`src/rtl/trap_pkg.sv`:
```
// Shared definitions for the machine-mode trap controller: CSR addresses,
// FSM state encoding, mcause codes and CSR operation encodings.
package trap_pkg;

   localparam logic [11:0] CSR_MSTATUS  = 12'h300;
   localparam logic [11:0] CSR_MIE      = 12'h304;
   localparam logic [11:0] CSR_MTVEC    = 12'h305;
   localparam logic [11:0] CSR_MSCRATCH = 12'h340;
   localparam logic [11:0] CSR_MEPC     = 12'h341;
   localparam logic [11:0] CSR_MCAUSE   = 12'h342;
   localparam logic [11:0] CSR_MIP      = 12'h344;

   localparam logic [31:0] CAUSE_ILLEGAL = 32'd2;
   localparam logic [31:0] CAUSE_ECALL   = 32'd11;
   localparam logic [31:0] CAUSE_MEI     = 32'h8000_000B;

   typedef enum logic [2:0] {
      ST_IDLE,
      ST_CSR,
      ST_TRAP_SAVE,
      ST_TRAP_JUMP,
      ST_RET
   } state_t;

   typedef enum logic [1:0] {
      LU_NONE  = 2'b00,
      LU_WRITE = 2'b01,
      LU_SET   = 2'b10,
      LU_CLEAR = 2'b11
   } luctrl_t;

   function automatic logic csr_known(input logic [11:0] addr);
      case (addr)
         CSR_MSTATUS, CSR_MIE, CSR_MTVEC, CSR_MSCRATCH,
         CSR_MEPC, CSR_MCAUSE, CSR_MIP: return 1'b1;
         default:                       return 1'b0;
      endcase
   endfunction

endpackage

```
`src/rtl/trap_controller_csr_alu.sv`:
```
// Combinational CSR read-modify-write unit.
// Ports: old_val (current CSR value), operand (rs1 or zimm), lu_ctrl
// (write/set/clear), rs1_is_x0 (source field is zero) -> new_val, write_en.
module csr_alu
   import trap_pkg::*;
#(
   parameter int XLEN = 32
) (
   input  logic [XLEN-1:0] old_val,
   input  logic [XLEN-1:0] operand,
   input  logic [1:0]      lu_ctrl,
   input  logic            rs1_is_x0,
   output logic [XLEN-1:0] new_val,
   output logic            write_en
);

   always_comb begin
      new_val  = old_val;
      write_en = 1'b0;
      case (luctrl_t'(lu_ctrl))
         LU_WRITE: begin
            new_val  = operand;
            write_en = 1'b1;
         end
         // set/clear from x0 are pure reads
         LU_SET: begin
            new_val  = old_val | operand;
            write_en = ~rs1_is_x0;
         end
         LU_CLEAR: begin
            new_val  = old_val & ~operand;
            write_en = ~rs1_is_x0;
         end
         default: begin
            new_val  = old_val;
            write_en = 1'b0;
         end
      endcase
   end

endmodule

```
`src/rtl/trap_controller.sv`:
```
// Machine-mode trap and CSR sequencer. Owns the M-mode CSRs, sequences CSR
// read-modify-write, ecall/illegal/interrupt trap entry and mret.
// Ports: i_clk, i_rst_n (async active-low); decode inputs i_valid, i_ecall,
// i_mret, i_csrWrite, i_csrSrc, i_csrLUCtrl, i_csrAddr, operands i_rs1Data,
// i_zimm, i_rs1IsX0, i_pc, interrupt level i_irq; outputs o_ready, o_stall,
// o_flush, o_redirect, o_redirectPc, o_done, o_csrRdata.
//
// state        | meaning
// ST_IDLE      | waiting; accepts instruction or takes interrupt
// ST_CSR       | CSR op retires, old value on o_csrRdata
// ST_TRAP_SAVE | commit mepc/mcause, stack MIE into MPIE
// ST_TRAP_JUMP | redirect to mtvec
// ST_RET       | redirect to mepc, restore MIE from MPIE
module trap_controller
   import trap_pkg::*;
#(
   parameter int              XLEN        = 32,
   parameter logic [XLEN-1:0] MTVEC_RESET = 32'h0000_0100
) (
   input  logic            i_clk,
   input  logic            i_rst_n,
   input  logic            i_valid,
   input  logic            i_ecall,
   input  logic            i_mret,
   input  logic            i_csrWrite,
   input  logic            i_csrSrc,
   input  logic [1:0]      i_csrLUCtrl,
   input  logic [11:0]     i_csrAddr,
   input  logic [XLEN-1:0] i_rs1Data,
   input  logic [4:0]      i_zimm,
   input  logic            i_rs1IsX0,
   input  logic [XLEN-1:0] i_pc,
   input  logic            i_irq,
   output logic            o_ready,
   output logic            o_stall,
   output logic            o_flush,
   output logic            o_redirect,
   output logic [XLEN-1:0] o_redirectPc,
   output logic            o_done,
   output logic [XLEN-1:0] o_csrRdata
);

   state_t state_q, state_d;

   logic            mie_q, mpie_q, meie_q;
   logic [XLEN-1:2] mtvec_q, mepc_q, pc_q;
   logic [XLEN-1:0] mscratch_q, mcause_q, cause_q, rdata_q;
   logic            irq_trap_q;

   logic            irq_pend, csr_ok, csr_go, trap_entry;
   logic [XLEN-1:0] entry_cause, csr_old, csr_new, operand;
   logic            csr_we;

   assign irq_pend = i_irq & mie_q & meie_q;
   assign csr_ok   = i_csrWrite & csr_known(i_csrAddr) & (i_csrLUCtrl != LU_NONE);
   assign operand  = i_csrSrc ? {{(XLEN-5){1'b0}}, i_zimm} : i_rs1Data;

   always_comb begin
      csr_old = '0;
      case (i_csrAddr)
         CSR_MSTATUS: begin
            csr_old[3] = mie_q;
            csr_old[7] = mpie_q;
         end
         CSR_MIE:      csr_old[11] = meie_q;
         CSR_MTVEC:    csr_old = {mtvec_q, 2'b00};
         CSR_MSCRATCH: csr_old = mscratch_q;
         CSR_MEPC:     csr_old = {mepc_q, 2'b00};
         CSR_MCAUSE:   csr_old = mcause_q;
         CSR_MIP:      csr_old[11] = i_irq;
         default:      csr_old = '0;
      endcase
   end

   csr_alu #(.XLEN(XLEN)) u_csr_alu (
      .old_val   (csr_old),
      .operand   (operand),
      .lu_ctrl   (i_csrLUCtrl),
      .rs1_is_x0 (i_rs1IsX0),
      .new_val   (csr_new),
      .write_en  (csr_we)
   );

   always_comb begin
      entry_cause = CAUSE_ILLEGAL;
      if (irq_pend)     entry_cause = CAUSE_MEI;
      else if (i_ecall) entry_cause = CAUSE_ECALL;
   end

   // Outputs are gated by i_rst_n so everything reads 0 while reset is held.
   always_comb begin
      state_d      = state_q;
      o_ready      = 1'b0;
      o_stall      = 1'b0;
      o_flush      = 1'b0;
      o_redirect   = 1'b0;
      o_redirectPc = '0;
      o_done       = 1'b0;
      case (state_q)
         ST_IDLE: begin
            if (i_rst_n) begin
               if (irq_pend) begin
                  state_d = ST_TRAP_SAVE;
               end else if (i_valid) begin
                  o_ready = 1'b1;
                  if (i_ecall)     state_d = ST_TRAP_SAVE;
                  else if (i_mret) state_d = ST_RET;
                  else if (csr_ok) state_d = ST_CSR;
                  else             state_d = ST_TRAP_SAVE;
               end
               o_stall = (state_d != ST_IDLE);
            end
         end
         ST_CSR: begin
            o_stall = 1'b1;
            o_done  = 1'b1;
            state_d = ST_IDLE;
         end
         ST_TRAP_SAVE: begin
            o_stall = 1'b1;
            o_flush = 1'b1;
            state_d = ST_TRAP_JUMP;
         end
         ST_TRAP_JUMP: begin
            o_stall      = 1'b1;
            o_flush      = 1'b1;
            o_redirect   = 1'b1;
            o_redirectPc = {mtvec_q, 2'b00};
            o_done       = ~irq_trap_q;
            state_d      = ST_IDLE;
         end
         ST_RET: begin
            o_stall      = 1'b1;
            o_flush      = 1'b1;
            o_redirect   = 1'b1;
            o_redirectPc = {mepc_q, 2'b00};
            o_done       = 1'b1;
            state_d      = ST_IDLE;
         end
         default: state_d = ST_IDLE;
      endcase
   end

   assign csr_go     = (state_q == ST_IDLE) && (state_d == ST_CSR);
   assign trap_entry = (state_q == ST_IDLE) && (state_d == ST_TRAP_SAVE);
   assign o_csrRdata = rdata_q;

   always_ff @(posedge i_clk or negedge i_rst_n) begin
      if (!i_rst_n) state_q <= ST_IDLE;
      else          state_q <= state_d;
   end

   always_ff @(posedge i_clk or negedge i_rst_n) begin
      if (!i_rst_n) begin
         cause_q    <= '0;
         pc_q       <= '0;
         irq_trap_q <= 1'b0;
         rdata_q    <= '0;
      end else begin
         if (trap_entry) begin
            cause_q    <= entry_cause;
            pc_q       <= i_pc[XLEN-1:2];
            irq_trap_q <= irq_pend;
         end
         if (csr_go) rdata_q <= csr_old;
      end
   end

   always_ff @(posedge i_clk or negedge i_rst_n) begin
      if (!i_rst_n) begin
         mie_q      <= 1'b0;
         mpie_q     <= 1'b0;
         meie_q     <= 1'b0;
         mtvec_q    <= MTVEC_RESET[XLEN-1:2];
         mscratch_q <= '0;
         mepc_q     <= '0;
         mcause_q   <= '0;
      end else begin
         if (csr_go && csr_we) begin
            case (i_csrAddr)
               CSR_MSTATUS: begin
                  mie_q  <= csr_new[3];
                  mpie_q <= csr_new[7];
               end
               CSR_MIE:      meie_q     <= csr_new[11];
               CSR_MTVEC:    mtvec_q    <= csr_new[XLEN-1:2];
               CSR_MSCRATCH: mscratch_q <= csr_new;
               CSR_MEPC:     mepc_q     <= csr_new[XLEN-1:2];
               CSR_MCAUSE:   mcause_q   <= csr_new;
               default: ;
            endcase
         end
         if (state_q == ST_TRAP_SAVE) begin
            mepc_q   <= pc_q;
            mcause_q <= cause_q;
            mpie_q   <= mie_q;
            mie_q    <= 1'b0;
         end
         if (state_q == ST_RET) begin
            mie_q  <= mpie_q;
            mpie_q <= 1'b1;
         end
      end
   end

endmodule
```
`config.mk`:
```
export PLATFORM = sky130hd
export DESIGN_NAME = trap_controller
export DESIGN_NICKNAME = d
export VERILOG_FILES = /design/src/rtl/trap_pkg.sv /design/src/rtl/trap_controller_csr_alu.sv /design/src/rtl/trap_controller.sv
export SDC_FILE = /design/constraint.sdc
export NUM_CORES = 1
export LEC_CHECK = 0
export BUFFER_PORTS_ARGS = -buffer_cell sky130_fd_sc_hd__buf_2
export CAP_MARGIN = 20
export CORE_MARGIN = 2
export CORE_UTILIZATION = 55
export DETAILED_ROUTE_END_ITERATION = 10
export HOLD_SLACK_MARGIN = 0.06
export PLACE_DENSITY = 0.76
export SLEW_MARGIN = 20
export SYNTH_ARGS = -nofsm -noshare
export SYNTH_HDL_FRONTEND = slang
export SYNTH_HIERARCHICAL = 1
export SYNTH_SLANG_ARGS = --single-unit
```
`constraint.sdc`:
```
create_clock -name i_clk -period 3.5 [get_ports i_clk]
set_clock_uncertainty 0.1 [all_clocks]
set_input_delay 0.175 -clock i_clk [delete_from_list [all_inputs] [get_ports i_clk]]
set_output_delay 0.175 -clock i_clk [all_outputs]
set_load 0.01 [all_outputs]
```
==> run metrics, run 1 <==
worst min-delay path class=input pin to flop; Area growth syn-to-layout=17.25%; commonest non-fill, non-tap cell in the layout=dfrtp_1; top_reg_cell synth=dfrtp_1; CTS buffer count=17; power per cell area=532.3 mW/mm^2; Longest Clk Path Bufs=2; FP Rows=51; worst skew pair latency=0.43 ns; Final Slew Violations=0; DIE HEIGHT=146.0 um; Syn Area/Cell=10.02 um^2; initial core utilization=56.58%; Syn. warnings=6; Synth async-reset ratio=100.0%; Relative slew margins=44.29%; most frequent cells in the layout=dfrtp_1, buf_2, nand3_1; initial antenna violation count=2; DRT Pass-1 Iters=8; Crit. End Element=flop; CP Launch Type=flop; Post-Route WL=31200 um; synth unique cells=59; Detail Route Antenna Nets=0; core area=0.01959 mm^2; Seq/Total Area, Yosys=44.04%; Worst-Margin Slew=0.8356 ns; per-cell routed wire length=20.34 um; Fin. Hold Viols=0; worst reg2reg startpoint=state_q[1]; Syn Inst Count=1106; FF+latch count, synth=195; worst path required time=3.71 ns; DRC violations left=0; Die X=146.0 um; r2r endpoint=o_csrRdata[12]; CP startpoint=state_q[1]; Filler Cell Count=1528; 1st-iter DRT viols=854; count of final setup violators=0; peak fanout along the critical path=13; Clock Sinks=195; num ports=161; CTS HTree Levels=4; Worst Path Arrival=2.93 ns; TritonCTS clock tree=done; Worst Slack Setup Final=0.7767 ns; first-pass GRT wire length=49920 um; EDFF count, synth=0; CTS root buf=clkbuf_16; vias in the first global route=9413; WS Path Type=flop to flop; setup bufs post-CTS=0; Peak VDD IR=0.3857 mV; maxcap violations=0; DP Wirelength=20350 um; Tot GR Track Use=29.43%; Die Footprint=0.02130 mm^2; crit path time final=2.723 ns; clock-pin slew on the worst setup and hold paths=0.07 ns; pre-CTS setup slack=0.7802 ns; Setup crit end=o_csrRdata[12]; largest net degree at the start of global routing=138; Mapped Area=0.01108 mm^2; RSZ-0062 raised after global routing=no; FMAX=0.3672 GHz; crit share post-route=77.81%; total grt overflow=0; Vias per Instance=6.222; vias after detailed routing=9544; worst reg-to-reg path cell count=5; status=completed; port bufs=156; nets@finish=1346; Placer Congestion=0.8954; Static Leak=5.977 nW; Total Neg Setup Slack=0 ns; R2R Setup Slk=0.78 ns; share of layout cells above drive strength 1=20.84%
==> per-stage QoR <==
| stage | utilization, % | power [mW] | hold slack [ns] | instance area (um^2) | cells |
|---|---|---|---|---|---|
| 2_1_floorplan | - | 4.290 | -0.2206 | 11090 | 1107 |
| 3_3_place_gp | 61.56 | 4.854 | -0.06821 | 12060 | 1466 |
| 3_5_place_dp | 61.56 | 4.927 | -0.06688 | 12060 | 1466 |
| 4_1_cts | 66.31 | 6.915 | 0.1382 | 12990 | 1532 |
| 5_1_grt | 66.33 | 7.248 | 0.1835 | 13000 | 1534 |
| 6_report | 66.33 | 6.917 | 0.1462 | 13000 | 1534 |
==> worst min-delay path by stage <==
stage / startpoint / endpoint / depth (start not counted)
final: i_mret / state_q[2] / 4
after global routing: i_mret / state_q[2] / 4
after CTS: i_mret / state_q[2] / 4
after detailed placement: i_rst_n / o_csrRdata[12] / 1
after global placement: i_rst_n / o_csrRdata[12] / 1
after floorplan: i_rst_n / cause_q[1] / 0
==> synth_stat cells (2+ instances only) <==
cell | n | area, um^2
clkbuf_1 | 65 | 244.0
or2_2 | 2 | 12.51
a32oi_1 | 2 | 17.52
o21a_1 | 4 | 30.03
o21ai_0 | 34 | 170.2
o211ai_1 | 34 | 255.2
buf_6 | 5 | 56.30
o31ai_1 | 2 | 15.01
mux2_1 | 93 | 1047
a22oi_2 | 15 | 187.7
a32o_1 | 31 | 310.3
nor2_1 | 43 | 161.4
buf_4 | 4 | 30.03
nor2_2 | 2 | 12.51
buf_12 | 2 | 40.04
a21oi_1 | 65 | 325.3
nand4_1 | 2 | 12.51
xnor2_1 | 32 | 280.3
a22oi_1 | 44 | 330.3
mux2i_1 | 58 | 580.6
mux2_2 | 8 | 90.09
dfrtp_1 | 194 | 4855
nand3b_1 | 2 | 15.01
o211a_1 | 2 | 20.02
buf_2 | 18 | 90.09
a22o_1 | 32 | 280.3
and3_1 | 5 | 31.28
nor2b_1 | 29 | 181.4
nor4_1 | 2 | 12.51
nand2_1 | 70 | 262.8
inv_1 | 34 | 127.6
nor3_1 | 5 | 25.02
nand3_1 | 99 | 495.5
and4_1 | 5 | 43.79
o21ai_1 | 31 | 155.2
nand2b_1 | 6 | 37.54
buf_1 | 3 | 11.26
==> registers in the layout, indices dropped and copies added (netlist names) <==
signal	count
mie_q	1
mscratch_q	32
pc_q	30
o_csrRdata	32
meie_q	1
mcause_q	32
cause_q	3
state_q	3
mpie_q	1
mepc_q	30
mtvec_q	30
==> layout make-up <==
class	count	area (um^2)	area share (%)
Tap cell	265	331.6	2.552
Clock inverter	11	128.9	0.9917
Timing Repair Buffer	227	1420	10.93
Clock buffer	21	460.4	3.543
Multi-Input combinational cell	779	5640	43.40
Antenna cell	2	5.005	0.03851
Inverter	34	127.6	0.9821
Sequential cell	195	4881	37.56
==> where the power goes <==
part | internal [mW] | switching, mW | leakage [nW] | total [mW]
clock | 1.09 | 0.875 | 0.272 | 1.97
combinational | 0.832 | 1.01 | 3.19 | 1.84
sequential | 2.63 | 0.477 | 2.51 | 3.10
==> routing by layer <==
| metal | up-vias | GRT usage, % | wire length [um] |
|---|---|---|---|
| met5 | - | 0 | 0 |
| met4 | 0 | 14.75 | 1442 |
| met2 | 421 | 47.52 | 14910 |
| met1 | 4683 | 38.00 | 12530 |
| li1 | 4370 | - | - |
| met3 | 70 | 5.674 | 2312 |
==> cells by family (layout without fill, tap and decap cells) <==
family,Yosys count,count (layout),synth area share (%)
AO/OA/AOI/OAI,303,303,19.49
multiplexers,159,159,15.50
buffers and inverters,133,293,5.588
XOR/XNOR,32,32,2.529
other,1,4,0.03384
flip-flops,195,195,44.04
AND/OR/NAND/NOR,283,283,12.82
==> what timing repair did <==
action                    CTS  global route
gates resized for setup     0             0
hold buffers               34             0
hold endpoints to repair   90             0
==> worst max-delay path: stages, from the launching register on <==
cell,delay (ns)
dfrtp_1,0.53
or4b_1,0.59
nor2_2,0.31
o2111ai_4,0.39
buf_4,0.34
mux2_1,0.32
Note: power is estimated with default switching activity, not from simulation.
==> inputs of run 2 (changes only) <==
--- a/config.mk
+++ b/config.mk
@@ -5,10 +5,11 @@
 export SDC_FILE = /design/constraint.sdc
 export NUM_CORES = 1
 export LEC_CHECK = 0
+export ABC_AREA = 1
 export BUFFER_PORTS_ARGS = -buffer_cell sky130_fd_sc_hd__buf_2
 export CAP_MARGIN = 20
 export CORE_MARGIN = 2
-export CORE_UTILIZATION = 55
+export CORE_UTILIZATION = 52
 export DETAILED_ROUTE_END_ITERATION = 10
 export HOLD_SLACK_MARGIN = 0.06
 export PLACE_DENSITY = 0.76
==> constraint.sdc (replaced) <==
create_clock -name i_clk -period 2.4 [get_ports i_clk]
set_clock_uncertainty 0.1 [all_clocks]
set_input_delay 0.12 -clock i_clk [delete_from_list [all_inputs] [get_ports i_clk]]
set_output_delay 0.12 -clock i_clk [all_outputs]
set_load 0.01 [all_outputs]
==> run 2 against run 1 <==
  * Final cell count rose by 27%
  * Highest routed layer unchanged
  * First-iteration DRC count rose by 46%
  * Wire length increased by 5.0%
  * Clock power rose by 34%
  * Sequential power grew 34%
  * Setup slack worse by 0.69 ns
  * Register-to-register slack got worse by 0.69 ns
  * Count of clock-buffer cells in the layout decreased by 2
  * Largest power group unchanged
  * Global-route usage rose by 0.62 points
  * Via count increased by 11%
  * Maximum frequency rose by 18%
==> run metrics, run 2 <==
status=completed; count of final setup violators=0; Vias per Instance=5.454; RSZ-0062 raised after global routing=yes; FF+latch count, synth=195; Tot GR Track Use=30.05%; cell with the most instances after synthesis=nand2_1; minimum hold slack=0.07234 ns; num ports=161; vias after detailed routing=10600; Syn Inst Count=1485; Fin. Hold Viols=0; Crit-path slowest cell=dfrtp_1; maxcap violations=0; cell mode on critical path=inv_2; Post-Synth XOR/XNOR Area=0%; Syn. warnings=6; Worst Slack Setup Final=0.08310 ns; worst skew pair latency=0.44 ns; per-cell routed wire length=16.85 um; final core area utilization=63.79%; Static Leak=6.967 nW; Relative slew margins=49.78%; initial antenna violation count=0; Clock Sinks=195; Post-Route WL=32750 um; area leader, netlist=dfrtp_1; TritonCTS clock tree=done; power per cell area=728.7 mW/mm^2; synth unique cells=41; DRC violations left=0; DRT Pass-1 Iters=8; CTS root buf=clkbuf_16; diode count=0; Mapped Area=0.01060 mm^2; CP max stage delay=0.41 ns; Reg area=0.004882 mm^2; Longest Clk Path Bufs=2; Worst Path Arrival=2.55 ns; Placer Congestion=0.9124; crit share post-route=96.54%; worst path required time=2.63 ns; Worst-Margin Slew=0.7533 ns; FP Rows=52; crit-path cells=nor2_2 > inv_2 > nor2_2 > inv_2 > nor2_1 > inv_2 > nor2_4 > nor3_4 > nand3_2 > nor2_4 > nand2_2 > clkbuf_16 > nand2_1 > o21ai_1; most frequent cells in the layout=nand2_1, dfrtp_1, inv_1; adder-cell share of the synthesized area=0%; Seq/Total Area, Yosys=46.03%; crit path time final=2.317 ns; WS Path Type=flop to flop; Final Slew Violations=0; 1st-iter DRT viols=1243; total grt overflow=0; Commonest cells post-synth=nand2_1, dfrtp_1, inv_1; vias in the first global route=9786; peak fanout along the critical path=25; Multi-input gate area=0.004637 mm^2; top cells by area, synth=dfrtp_1, nand2_1, nand3_1; Synth async-reset ratio=100.0%; largest net degree at the start of global routing=196; Die Footprint=0.02155 mm^2; Die X=146.8 um; CTS buffer count=17; Peak VDD IR=0.6918 mV; worst min-delay path class=input pin to flop; port bufs=156; commonest non-fill, non-tap cell in the layout=nand2_1; DIE HEIGHT=146.8 um; CTS HTree Levels=4; Crit. End Element=flop; Worst Path Buf+Inv=4; Area growth syn-to-layout=20.95%; initial core utilization=52.74%; first-pass GRT wire length=51080 um; Filler Cell Count=1791; share of the synthesized area in the top cell type=45.79%; top_reg_cell synth=dfrtp_1; Final Power=9.344 mW; clock-pin slew on the worst setup and hold paths=0.07 ns; largest family of logic cells by synthesized area=simple AND/OR/NAND/NOR gates; core area=0.02010 mm^2; mux cell area share after synthesis=0.5310%; Post-Synth Simple-Gate Area=31.90%; pre-CTS setup slack=0.09508 ns; Syn Area/Cell=7.140 um^2; CP Launch Type=flop; CP delay by family, top=simple AND/OR/NAND/NOR gates; FMAX=0.4316 GHz; nets@finish=1753; Detail Route Antenna Nets=0; EDFF count, synth=0; DP Wirelength=21170 um; share of layout cells above drive strength 1=17.14%; Compound-Gate Fraction of Synth Area=10.63%
==> run 2: path summary, 6_finish.rpt <==
check | start | cells past startpoint | to | slack, ns
min in group asynchronous | i_rst_n | 3 | pc_q[29] | 0.13
hold reg to reg | cause_q[1] | 2 | cause_q[1] | 0.36
setup / recovery | state_q[0] | 14 | mscratch_q[5] | 0.08
hold / removal | i_rs1Data[8] | 7 | mcause_q[8] | 0.07
setup reg to reg | state_q[0] | 14 | mscratch_q[5] | 0.08
max in group asynchronous | i_rst_n | 4 | mscratch_q[19] | 1.05
==> run 2: cell families after synthesis <==
logic type,after synthesis
compound gates,195
flops,195
simple gates,816
mux,5
buf+inv,273
other cells,1
==> run 2: where the power goes <==
| part | internal, mW | switching (mW) | total [mW] |
|---|---|---|---|
| Combinational | 0.831 | 1.73 | 2.56 |
| Sequential | 3.78 | 0.372 | 4.15 |
| Clock | 1.32 | 1.31 | 2.63 |
| Total | 5.93 | 3.41 | 9.34 |
==> run 2: what timing repair did <==
action                     in CTS  in global routing
setup buffers                   0                  1
gates cloned                    0                  1
pin swaps                       0                  4
setup endpoints to repair       1                102
hold buffers                   35                  0
resized for setup               1                 14
hold endpoints to repair      227                  0
==> run 2: area by class of cell <==
type                       instances  area share [%]
tap                              270           2.634
sequential                       195           38.07
clock buffer                      19           3.376
inverter                         184           5.425
timing repair buffer             245           13.67
multi-input combinational       1018           36.16
clock inverter                    13          0.6635
==> run 2: metal layers <==
layer	part of all wire, %	vias to the layer above	track usage (%)
met5	0	-	0
met4	3.2	0	11.60
met3	8.7	90	4.286
met2	46	561	49.23
met1	42	4927	40.75
li1	-	5024	-
==> run 2: tightest hold or removal path: cells and delay by family <==
family / cells / cell delay [ns]
buffers and inverters: 2 / 0.14
AND/OR/NAND/NOR: 5 / 0.32
==> run 2: per-stage QoR <==
step	setup TNS, ns	instances	cell area [um^2]
2_1_floorplan	0	1486	10610
3_3_place_gp	0	1874	11840
3_5_place_dp	0	1874	11840
4_1_cts	0	1941	12710
5_1_grt	-1.589	1944	12820
6_report	0	1944	12820
